--- config.mk ---
export PLATFORM = sky130hd
export DESIGN_NAME = custom_wptr_full_burst_flat
export DESIGN_NICKNAME = d
export VERILOG_FILES = /design/src/rtl/custom_wptr_full_burst_if.sv /design/src/rtl/custom_wptr_full_burst.sv /design/src/flat_wrapper.sv
export SDC_FILE = /design/constraint.sdc
export NUM_CORES = 1
export LEC_CHECK = 0
export CAP_MARGIN = 20
export CORE_MARGIN = 2
export CORE_UTILIZATION = 45
export CTS_CLUSTER_DIAMETER = 200
export CTS_CLUSTER_SIZE = 16
export DETAILED_ROUTE_END_ITERATION = 10
export PLACE_DENSITY_LB_ADDON = 0.2
export SLEW_MARGIN = 20
export SYNTH_ARGS = -nofsm -noshare
export SYNTH_HDL_FRONTEND = slang
export SYNTH_SLANG_ARGS = --single-unit
--- constraint.sdc ---
create_clock -name wclk_i -period 6.75 [get_ports wclk_i]
set_input_delay 1.6875 -clock wclk_i [delete_from_list [all_inputs] [get_ports wclk_i]]
set_output_delay 1.6875 -clock wclk_i [all_outputs]
set_load 0.01 [all_outputs]
--- src/rtl/custom_wptr_full_burst_if.sv ---
// Burst write request/response bundle between a FIFO writer and the write-pointer controller.
// The writer owns the request; the controller answers with accept and the burst base address.
interface custom_wptr_full_burst_if #(
  parameter int ADDRSIZE = 4,
  parameter int MAXW     = 4,
  parameter int CNTW     = $clog2(MAXW + 1)
);
  logic                wen;
  logic [CNTW-1:0]     wr_num;
  logic                wr_accept;
  logic [ADDRSIZE-1:0] wr_addr;

  modport master (
    output wen,
    output wr_num,
    input  wr_accept,
    input  wr_addr
  );

  modport slave (
    input  wen,
    input  wr_num,
    output wr_accept,
    output wr_addr
  );
endinterface

--- src/rtl/custom_wptr_full_burst.sv ---
// Write-side pointer and flag controller for the async FIFO, accepting all-or-nothing bursts
// of up to MAXW words, with almost-full threshold and a sticky overflow error.
//
// state | meaning
// INIT  | first cycle after reset; requests refused, pointers and flags hold reset values
// RUN   | normal operation; bursts accepted against live free space
module custom_wptr_full_burst #(
  parameter int ADDRSIZE = 4,
  parameter int MAXW     = 4,
  parameter int CNTW     = $clog2(MAXW + 1)
) (
  input  logic                  wclk_i,
  input  logic                  wrst_i,
  custom_wptr_full_burst_if.slave wr_bus,
  input  logic [ADDRSIZE:0]     rptr_sync2_wrclk,
  input  logic [ADDRSIZE:0]     afull_thresh,
  input  logic                  clr_err,
  output logic [ADDRSIZE:0]     wptr_g,
  output logic [ADDRSIZE:0]     wr_level,
  output logic [ADDRSIZE:0]     wr_space,
  output logic                  fifo_full,
  output logic                  fifo_almost_full,
  output logic                  overflow_err
);

  localparam int PW   = ADDRSIZE + 1;
  localparam int CMPW = (CNTW > PW) ? CNTW : PW;
  localparam logic [PW-1:0] DEPTH_P = PW'(1) << ADDRSIZE;

  typedef enum logic {INIT = 1'b0, RUN = 1'b1} state_t;

  state_t        state;
  logic [PW-1:0] wbin;
  logic [PW-1:0] rbin;
  logic [PW-1:0] lvl;
  logic [PW-1:0] spc;
  logic [PW-1:0] wbin_next;
  logic [PW-1:0] lvl_next;
  logic [CMPW-1:0] num_ext;
  logic          num_ok;
  logic          accept;
  logic          req_bad;

  function automatic logic [PW-1:0] gray2bin(input logic [PW-1:0] g);
    logic [PW-1:0] b;
    b[PW-1] = g[PW-1];
    for (int i = PW - 2; i >= 0; i--) begin
      b[i] = b[i+1] ^ g[i];
    end
    return b;
  endfunction

  function automatic logic [PW-1:0] bin2gray(input logic [PW-1:0] b);
    return b ^ (b >> 1);
  endfunction

  always_comb begin
    rbin    = gray2bin(rptr_sync2_wrclk);
    lvl     = wbin - rbin;
    spc     = DEPTH_P - lvl;
    num_ext = CMPW'(wr_bus.wr_num);
    num_ok  = (num_ext != '0) && (num_ext <= CMPW'(MAXW)) && (num_ext <= CMPW'(spc));
    // A request arriving with reset asserted is dropped, never acknowledged.
    accept  = (state == RUN) && !wrst_i && wr_bus.wen && num_ok;
    req_bad = (state == RUN) && wr_bus.wen && (wr_bus.wr_num != '0) && !accept;
    wbin_next = accept ? (wbin + PW'(wr_bus.wr_num)) : wbin;
    lvl_next  = wbin_next - rbin;
  end

  assign wr_bus.wr_accept = accept;
  assign wr_bus.wr_addr   = wbin[ADDRSIZE-1:0];

  always_ff @(posedge wclk_i) begin
    if (wrst_i) begin
      state            <= INIT;
      wbin             <= '0;
      wptr_g           <= '0;
      wr_level         <= '0;
      wr_space         <= DEPTH_P;
      fifo_full        <= 1'b1;
      fifo_almost_full <= 1'b1;
      overflow_err     <= 1'b0;
    end else begin
      case (state)
        INIT: begin
          state <= RUN;
        end
        RUN: begin
          wbin             <= wbin_next;
          wptr_g           <= bin2gray(wbin_next);
          wr_level         <= lvl_next;
          wr_space         <= DEPTH_P - lvl_next;
          fifo_full        <= (lvl_next == DEPTH_P);
          // Threshold of zero keeps almost-full asserted since level is never negative.
          fifo_almost_full <= (lvl_next >= afull_thresh) || (lvl_next == DEPTH_P);
          if (req_bad) begin
            overflow_err <= 1'b1;
          end else if (clr_err) begin
            overflow_err <= 1'b0;
          end
        end
        default: begin
          state <= INIT;
        end
      endcase
    end
  end

endmodule

--- src/flat_wrapper.sv ---
// flat-port wrapper written by rule: the top's interface ports become plain ports
module custom_wptr_full_burst_flat 
#(
  parameter int ADDRSIZE = 4,
  parameter int MAXW     = 4,
  parameter int CNTW     = $clog2(MAXW + 1)
)
  (wclk_i, wrst_i, rptr_sync2_wrclk, afull_thresh, clr_err, wptr_g, wr_level, wr_space, fifo_full, fifo_almost_full, overflow_err, wr_bus_wen, wr_bus_wr_num, wr_bus_wr_accept, wr_bus_wr_addr);
  custom_wptr_full_burst_if #(.ADDRSIZE(ADDRSIZE), .MAXW(MAXW), .CNTW(CNTW)) wr_bus_i ();
  input  logic wclk_i;
  input  logic wrst_i;
  input  logic [ADDRSIZE:0] rptr_sync2_wrclk;
  input  logic [ADDRSIZE:0] afull_thresh;
  input  logic clr_err;
  output logic [ADDRSIZE:0] wptr_g;
  output logic [ADDRSIZE:0] wr_level;
  output logic [ADDRSIZE:0] wr_space;
  output logic fifo_full;
  output logic fifo_almost_full;
  output logic overflow_err;
  input wire logic [$bits(wr_bus_i.wen)-1:0] wr_bus_wen;
  input wire logic [$bits(wr_bus_i.wr_num)-1:0] wr_bus_wr_num;
  output wire logic [$bits(wr_bus_i.wr_accept)-1:0] wr_bus_wr_accept;
  output wire logic [$bits(wr_bus_i.wr_addr)-1:0] wr_bus_wr_addr;
  assign wr_bus_i.wen = wr_bus_wen;
  assign wr_bus_i.wr_num = wr_bus_wr_num;
  assign wr_bus_wr_accept = wr_bus_i.wr_accept;
  assign wr_bus_wr_addr = wr_bus_i.wr_addr;
  custom_wptr_full_burst #(.ADDRSIZE(ADDRSIZE), .MAXW(MAXW), .CNTW(CNTW)) u_core (.wclk_i(wclk_i), .wrst_i(wrst_i), .wr_bus(wr_bus_i), .rptr_sync2_wrclk(rptr_sync2_wrclk), .afull_thresh(afull_thresh), .clr_err(clr_err), .wptr_g(wptr_g), .wr_level(wr_level), .wr_space(wr_space), .fifo_full(fifo_full), .fifo_almost_full(fifo_almost_full), .overflow_err(overflow_err));
endmodule
Word-level counts from Yosys, hierarchy flattened
Cells that the tools add are included.
{ "classes": {"muxes": 4, "reduce_logical": 14, "bitwise": 5, "n_eq_ne": 1, "magnitude_cmp": 3, "addsub": 5} }
{ "ops": {"columns": ["cell", "count"], "rows": [
  ["subtractor 5 bit", 2],
  ["subtractor 5 bit (first input constant)", 2],
  ["logical AND 1 bit", 8],
  ["adder 5 x 3 -> 5 bit", 1],
  ["equality test 5 bit (second input constant)", 1],
  ["greater-or-equal comparator 5 bit", 1],
  ["less-or-equal comparator 3 x 5 -> 1 bit", 1],
  ["2-to-1 mux 5 bit", 1],
  ["XOR 5 x 4 -> 5 bit", 1],
  ["XOR 1 bit", 4],
  ["less-or-equal comparator 3 bit (second input constant)", 1],
  ["2-to-1 mux 1 bit", 3],
  ["nonzero test 3 bit", 1],
  ["logical NOT 1 bit", 2],
  ["AND reduction 2 bit", 1],
  ["nonzero test 2 bit", 1],
  ["logical OR 1 bit", 1]
]} }
{ "totals": {"wordCells": 40, "output_inout_bits": 23, "reg_bits": 24} }

Longest topological paths before layout
{ "logic_depth": {"ltp_word": 13, "ltp_mapped": 28, "ltp_nobuf": 27} }

Worst setup path before layout
No wires, ideal clock.
{ "synth_timing": {"path_type": "input-to-reg", "startpoint": "in rptr_sync2_wrclk[3]", "endpoint": "reg u_core.fifo_almost_full", "setup_slack_ps": -101, "setup_ps": 74, "stages": 28, "arrival_time_ps": 6777, "cell_sequence": "xor2_1 -> xnor2_1 -> xor2_1 -> xor2_1 -> ha_1 -> inv_1 -> ha_1 -> fa_1 -> inv_1 -> ha_1 -> and3_1 -> a211oi_1 -> o211a_1 -> buf_6 -> inv_4 -> mux2i_1 -> ha_1 -> inv_1 -> fa_1 -> a21o_1 -> a21oi_1 -> xnor2_1 -> xnor2_1 -> ha_1 -> inv_1 -> o31a_1 -> o311a_1 -> o21ai_0"} }
{ "synth_via": {"elab_chain_len": 13, "elab_cells_between_ends": 14} }
{ "synth_lines": {"columns": ["item", "line_no", "text"], "rows": [
  ["from (decl)", "flat_wrapper.sv:12", "input logic [ADDRSIZE:0] rptr_sync2_wrclk;"],
  ["XOR 1 bit (*)", "custom_wptr_full_burst.sv:48", "b[i] = b[i+1] ^ g[i];"],
  ["XOR 1 bit (3 in a row)", "custom_wptr_full_burst.sv:48", null],
  ["subtractor 5 bit (*)", "custom_wptr_full_burst.sv:59", "lvl = wbin - rbin;"],
  ["subtractor 5 bit (*)", "custom_wptr_full_burst.sv:60", "spc = DEPTH_P - lvl;"],
  ["less-or-equal comparator 3 x 5 -> 1 bit (*)", "custom_wptr_full_burst.sv:62", "num_ok = (num_ext != '0) && (num_ext <= CMPW'(MAXW)) && (num_ext <= CMPW'(spc));"],
  ["logical AND 1 bit (*)", "custom_wptr_full_burst.sv:62", null],
  ["logical AND 1 bit (*)", "custom_wptr_full_burst.sv:64", "accept = (state == RUN) && !wrst_i && wr_bus.wen && num_ok;"],
  ["net wr_bus_wr_accept", "flat_wrapper.sv:23", "output wire logic [$bits(wr_bus_i.wr_accept)-1:0] wr_bus_wr_accept;"],
  ["2-to-1 mux 5 bit (*)", "custom_wptr_full_burst.sv:66", "wbin_next = accept ? (wbin + PW'(wr_bus.wr_num)) : wbin;"],
  ["subtractor 5 bit (*)", "custom_wptr_full_burst.sv:67", "lvl_next = wbin_next - rbin;"],
  ["net u_core.lvl_next[4]", "custom_wptr_full_burst.sv:38", "logic [PW-1:0] lvl_next;"],
  ["greater-or-equal comparator 5 bit / equality test 5 bit (equally long branches)", "custom_wptr_full_burst.sv:95", "fifo_almost_full <= (lvl_next >= afull_thresh) || (lvl_next == DEPTH_P);"],
  ["logical OR 1 bit (*)", "custom_wptr_full_burst.sv:95", null],
  ["to (signal assigned)", "custom_wptr_full_burst.sv:95", null],
  ["to (decl)", "custom_wptr_full_burst.sv:22", "output logic fifo_almost_full,"]
]} }
Mark *: on every way through the listed nets, which the timed path passes. The rest lies on a longest branch.
A chain may end at the register's enable or synchronous reset.

Worst setup path after layout
{ "layout_timing": {"startpoint": "in rptr_sync2_wrclk[3]", "endpoint": "reg u_core.fifo_almost_full"} }
{ "layout_via": {"elab_chain_len": 13, "elab_cells_between_ends": 14} }
{ "layout_lines": {"columns": ["item", "line_no"], "rows": [
  ["XOR 1 bit (*)", "custom_wptr_full_burst.sv:48"],
  ["XOR 1 bit (3 in a row)", "custom_wptr_full_burst.sv:48"],
  ["subtractor 5 bit", "custom_wptr_full_burst.sv:59"],
  ["subtractor 5 bit", "custom_wptr_full_burst.sv:60"],
  ["less-or-equal comparator 3 x 5 -> 1 bit", "custom_wptr_full_burst.sv:62"],
  ["logical AND 1 bit", "custom_wptr_full_burst.sv:62"],
  ["logical AND 1 bit", "custom_wptr_full_burst.sv:64"],
  ["2-to-1 mux 5 bit", "custom_wptr_full_burst.sv:66"],
  ["subtractor 5 bit (*)", "custom_wptr_full_burst.sv:67"],
  ["net u_core.lvl_next[4]", "custom_wptr_full_burst.sv:38"],
  ["greater-or-equal comparator 5 bit / equality test 5 bit (equally long branches)", "custom_wptr_full_burst.sv:95"],
  ["logical OR 1 bit (*)", "custom_wptr_full_burst.sv:95"]
]} }
Marks and branches as above.

==> metrics.txt <==
run status=finished clean; Fill cells=301; ANT cells=0; crit-path max FO=3; Largest stage delay, worst path=0.55 ns; Starting Density=a little under half; Worst R2R Setup Slack=1.79 ns; Worst R2R Start=u_core.wbin[1]; largest net degree at the start of global routing=24; Worst VDD drop=151.2 uV; H-tree levels=1; syn avg cell area=9.050 um^2; Design Power=about 650 uW; Worst Setup Start Kind=primary input; R2R Path End=u_core.fifo_almost_full; hold slack=~0.47 ns; setup violators final=0; WL final=3942 um; 1st-iter DRT viols=36; Ports=40; Final nets=about 300; Post-Synth Adder-Cell Area=between 20% and 30%; most frequent cells in the layout=clkdlybuf4s50_1, buf_4, dfxtp_1, inv_1, ha_1; register area share after synthesis=25.75%; vias per cell=4.942; Post-Syn Nets=around 230; Worst slew margin=about two fifths; R2R depth=23; Slew Limit Fails=0; Die Y=between 60 and 70 um; Crit Path Category=in -> reg; Mapped Area=roughly 1700 um^2; post-synthesis compound-gate area fraction=between 10% and 20%; Post-Synthesis Cells=189; Clk pwr share=14.7%; Critical Path RT=approximately 6.9 ns; TritonCTS Sinks=22; die width=around 66 um; worst setup margin=roughly 0.0085 ns; synthesized flop and latch total=22; post-route cell area=2571 um^2; Yosys cell types=43; Max-Cap Viols=0; Post-Layout Cell Count=309; via total after detailed routing=1527; first drt pass iteration count=4; vias in the first global route=roughly 1500; root buffer cell=clkbuf_8; TritonCTS Buffers=3; Final Hold Fails=0; Net Sw Frac=34.01%; switching power=about 220 uW; Logic pwr share=between 60% and 70%; CP Capture Type=flop; mux contribution to synthesized area=about 5.0%; Post-CTS Hold Fix Bufs=0; Power per Cell Area=around 250 nW/um^2; Reg clk slew, reported paths=0.08 ns; post-route ant nets=0; Worst-Skew Late Latency=about 0.26 ns; DPL Wire Length=3020 um; initial antenna violation count=0; hold path startpoint=u_core.wptr_g[1]; clk_skew=~0.0048 ns; Worst Tran Pin Value=roughly 0.90 ns; Sequential Power Share=24.8%; Hold Path Class=reg -> reg; Fmax=approximately 0.15 GHz; DP Cell Count=approximately 300; post-layout util=about 70%; Layout area overhead=50.33%; xor-xnor portion of the synthesized cell area=13.02%; largest family of logic cells by synthesized area=adder cells; share of cells above drive strength 1=26.82%; placed cell areas=about 2400 um^2; Port-buffer cells=39; Hold Crit Depth=2; Internal=roughly 430 uW; global-route wire length before repair=6465 um; fin crit share=about 100%; Overflow after GRT=0; Row Count=22; gpl congestion=about 0.8; yosys warns=0; hold endpoint=u_core.wptr_g[1]; DRC Markers=0; gr usage total=19.52%; TritonCTS clock tree=built; Period minus WS final=~6.7 ns; routed len/inst=approximately 13 um; Clock Path Buffers=2; Critical Path AT=6.94 ns; Die Area=between 4000 and 5000 um^2; crit path max-delay cell type=fa_1; unrepaired setup endpoints after global routing=true; Post-Route Setup TNS=0 ns; Leakage=1.214 nW; Setup WS pre-CTS=-0.7395 ns; Post-Synth Simple-Gate Area=between 10 and 15%; core area=~3700 um^2
[cells by family (layout without fill, tap and decap cells)]
group	Yosys count	after routing
compound gates	33	33
xor+xnor	22	22
fa+ha+maj	27	27
buf+inv	30	102
flops	22	22
mux	8	8
simple gates	47	47
[flip-flops by register name, summed over array words and instances (netlist names)]
name,cells
u_core.wptr_g,4
u_core.wbin,5
u_core.fifo_almost_full,1
u_core.wr_level,4
u_core.wr_space,5
u_core.state,1
u_core.overflow_err,1
u_core.fifo_full,1
[worst max-delay path by stage]
| stage | to | cells past startpoint | startpoint |
|---|---|---|---|
| finish | u_core.fifo_almost_full | 28 | rptr_sync2_wrclk[3] |
| global route | u_core.fifo_almost_full | 28 | rptr_sync2_wrclk[3] |
| CTS | u_core.fifo_almost_full | 28 | rptr_sync2_wrclk[3] |
| detailed placement | u_core.fifo_almost_full | 28 | rptr_sync2_wrclk[4] |
| global placement | u_core.fifo_almost_full | 28 | rptr_sync2_wrclk[4] |
| floorplan | u_core.fifo_almost_full | 28 | rptr_sync2_wrclk[3] |
[metal layers]
metal | track usage (%) | up-vias | wire length (um)
li1 | - | 788 | -
met1 | 22.90 | 707 | 1771
met2 | 35.35 | 27 | 1991
met3 | 1.541 | 5 | 113
met4 | 9.635 | 0 | 66
met5 | 0 | - | 0
[critical path, delay by kind of cell]
| family | cells | cell delay (ns) |
|---|---|---|
| buffers and inverters | 6 | 0.36 |
| muxes | 1 | 0.17 |
| adders and majority gates | 7 | 2.04 |
| and+or+nand+nor | 1 | 0.09 |
| xor gates and xnor gates | 6 | 1.22 |
| AOI/OAI and AO/OA | 7 | 1.37 |
[power by group through the flow]
stage	Combinational [mW]	Clock [mW]	Sequential, mW
after floorplan	0.213	0	0.170
after global placement	0.351	0	0.165
after detailed placement	0.360	0	0.165
after CTS	0.375	0.0971	0.162
after global routing	0.440	0.103	0.165
final	0.395	0.0957	0.162
[Yosys cell counts (all sizes together)]
cell type / instances / area (um^2)
ha: 24 / 300.3
inv: 23 / 88.84
dfxtp: 22 / 440.4
nand2: 13 / 48.80
nor2: 12 / 45.04
a21oi: 10 / 50.05
xnor2: 10 / 87.58
xor2: 10 / 87.58
mux2i: 6 / 60.06
a21o: 5 / 37.54
a211oi: 4 / 30.03
buf: 4 / 26.28
o21ai: 4 / 20.02
and2: 3 / 18.77
and3: 3 / 18.77
fa: 3 / 60.06
nand3: 3 / 15.01
nand4b: 3 / 26.28
or2: 3 / 18.77
clkbuf: 2 / 7.510
mux2: 2 / 26.27
nand3b: 2 / 15.01
o211a: 2 / 20.02
o211ai: 2 / 15.01
a211o: 1 / 8.760
a31oi: 1 / 6.260
clkinv: 1 / 3.750
nand2b: 1 / 6.260
nand4: 1 / 6.260
nor3: 1 / 16.27
nor4: 1 / 6.260
o221a: 1 / 11.26
o221ai: 1 / 8.760
o311a: 1 / 10.01
o31a: 1 / 8.760
or3: 1 / 6.260
xnor3: 1 / 22.52
xor3: 1 / 25.02
[final cells by class]
cell class,instances,area (um^2),share of cell area (%)
clock buffers,4,55.05,2.141
repair buffers,74,653.1,25.40
multi-input cells,137,1267,49.29
well taps,48,60.06,2.336
inverters,24,95.09,3.698
flip-flops and latches,22,440.4,17.13
[timing repair]
action / 4_1_cts / 5_1_grt
endpoints found under the hold margin: 0 / 0
buffers inserted: 6 / 6
pin swaps: 15 / 17
endpoints found under the setup margin: 5 / 4
gates resized for setup: 12 / 16
Note: power is estimated with default switching activity, not from simulation.
==> edit: new RTL, same flow settings <==
`ADDRSIZE` is set to 4 in 3 places; all go to 2.
--- a/src/rtl/custom_wptr_full_burst_if.sv
+++ b/src/rtl/custom_wptr_full_burst_if.sv
@@ -3,3 +3,3 @@
 interface custom_wptr_full_burst_if #(
-  parameter int ADDRSIZE = 4,
+  parameter int ADDRSIZE = 2,
   parameter int MAXW     = 4,
--- a/src/rtl/custom_wptr_full_burst.sv
+++ b/src/rtl/custom_wptr_full_burst.sv
@@ -7,3 +7,3 @@
 module custom_wptr_full_burst #(
-  parameter int ADDRSIZE = 4,
+  parameter int ADDRSIZE = 2,
   parameter int MAXW     = 4,
--- a/src/flat_wrapper.sv
+++ b/src/flat_wrapper.sv
@@ -3,3 +3,3 @@
 #(
-  parameter int ADDRSIZE = 4,
+  parameter int ADDRSIZE = 2,
   parameter int MAXW     = 4,
Ports: changed (6 resized); port bits go from 40 to 28. No check against the original RTL was run, so the function may have changed too.
==> edit against the original RTL <==
- sequential share of layout area is 4.3 points higher
- count of clock-buffer cells in the layout shrank 1
- power is 60% lower
- wire length fell by 46%
- core utilization is 9.3 points lower
- non-clock buffer count decreased by 47
- global-route usage down 2.4 points
- sequential cell count down 8
- design area shrank 49%
- synthesized area down 42%
- worst setup slack gained 0.18 ns
- critical path type is now input pin to primary output
- largest power group unchanged
==> edit: results (changes against the original RTL) <==
status=finished, final reports clean; Root Buffer=clkbuf_4; Detail Placement HPWL=1710 µm (-43%); placed inst area=1290 µm² (-45%); top cells by count, synth=dfxtp_1 (14), inv_1 (14), ha_1 (12); vias per std cell=5.35 (+8.3%); Worst-path clk slew=0.08 ns (about the same); maximum clock path buffer count=2 (unchanged); Final GP Congestion=0.861 (+5.1%); Synth area leaders=dfxtp_1 (28%), ha_1 (15%), xnor2_1 (7.0%); port bufs=27 (-31%); leakage=0.571 nW (-53%); pin count of the biggest net entering global routing=16 (-33%); # Post-CTS Setup Buffers=0 (-6); H-tree depth=1 (unchanged); Crit path largest cell delay=0.56 ns; synthesized net count=139 (-40%); Post-Synthesis Cells=112 (-41%); PostCTS Resize Cnt=0 (-12); Top delay family on crit path=buffers and inverters; gr usage total=17.1% (-2.4 points); worst path arrival time=4.87 ns (-2.07 ns); initial antenna violation count=0 (unchanged); Clock Skews=0.00412 ns (-0.000723 ns); post-synthesis async set-or-reset flop share=0% (unchanged); first-pass GRT wire length=3340 µm (-48%); Most used DFF post-synth=dfxtp_1; Worst Path Max Fanout=6 (+3); Largest regs=u_core.wbin: 3 flops, u_core.wr_space: 3 flops; sequential area share after synthesis=28.1% (+2.4 points); Worst VDD drop=0.116 mV (-24%); Wirelength per Cell=12.7 µm (-0.40%); share of layout cells above drive strength 1=4.32% (-23 points); DP Cell Count=164 (-44%); Slowest-stage cell, CP=clkdlybuf4s50_1; final net count=168 (-45%); Clk Latency, worst-skew pair=0.28 ns (+0.02 ns); HP Class=flip-flop to flip-flop; Post-synth EDFFs=0 (unchanged); Iter 0 DRT Violations=7 (-81%); Int Power=0.171 mW (-60%); vias in the first global route=820 (-45%); synth unique cells=34 (-21%); Slew HR=60.9% (+21 points); pre-CTS worst setup slack=0.198 ns (+0.937 ns); routed vias=894 (-41%)
edit: layout make-up:
cell class                 instances  area, µm²
clock buffer                       3       22.5
tap                               28       35.0
inverter                          14       52.6
sequential                        14        280
multi-input combinational         81        649
fill                             198        838
timing repair buffer              27        270
edit: kinds of logic (layout without fill, tap and decap cells):
| kind of cell | after synthesis | in the layout | share of synthesized area (%) |
|---|---|---|---|
| simple gates | 28 | 28 | 15.9 |
| compound gates | 27 | 27 | 19.3 |
| buf+inv | 17 | 44 | 6.78 |
| fa+ha+maj | 14 | 14 | 19.1 |
| flops | 14 | 14 | 28.1 |
| xor+xnor | 10 | 10 | 8.78 |
| mux | 2 | 2 | 2.01 |
edit: final timing paths:
check / from / cells after the start / slack, ns / end
setup / recovery: rptr_sync2_wrclk[2] / 13 / 0.19 / wr_bus_wr_accept
hold reg to reg: u_core.overflow_err / 2 / 0.46 / u_core.overflow_err
hold / removal: u_core.overflow_err / 2 / 0.46 / u_core.overflow_err
setup reg to reg: u_core.wbin[1] / 18 / 2.33 / u_core.fifo_full
edit: tightest hold or removal path: stages (launching register included):
cell	delay, ns
dfxtp_1	0.32
nand2_1	0.05
a21oi_1	0.05
edit: routing by layer:
metal	global-route usage (%)	routed length, µm	up-vias
met2	30.7	1030	25
met3	1.17	85	5
li1	-	-	454
met4	9.46	49	0
met1	19.9	961	410
met5	0	0	-
edit: power groups by stage:
stage / Clock [mW] / Sequential, mW / Combinational (mW)
final: 0.0465 / 0.0972 / 0.117
after global routing: 0.0508 / 0.0986 / 0.128
after CTS: 0.0476 / 0.0974 / 0.117
after detailed placement: 0 / 0.0993 / 0.117
after global placement: 0 / 0.0990 / 0.114
after floorplan: 0 / 0.102 / 0.0734
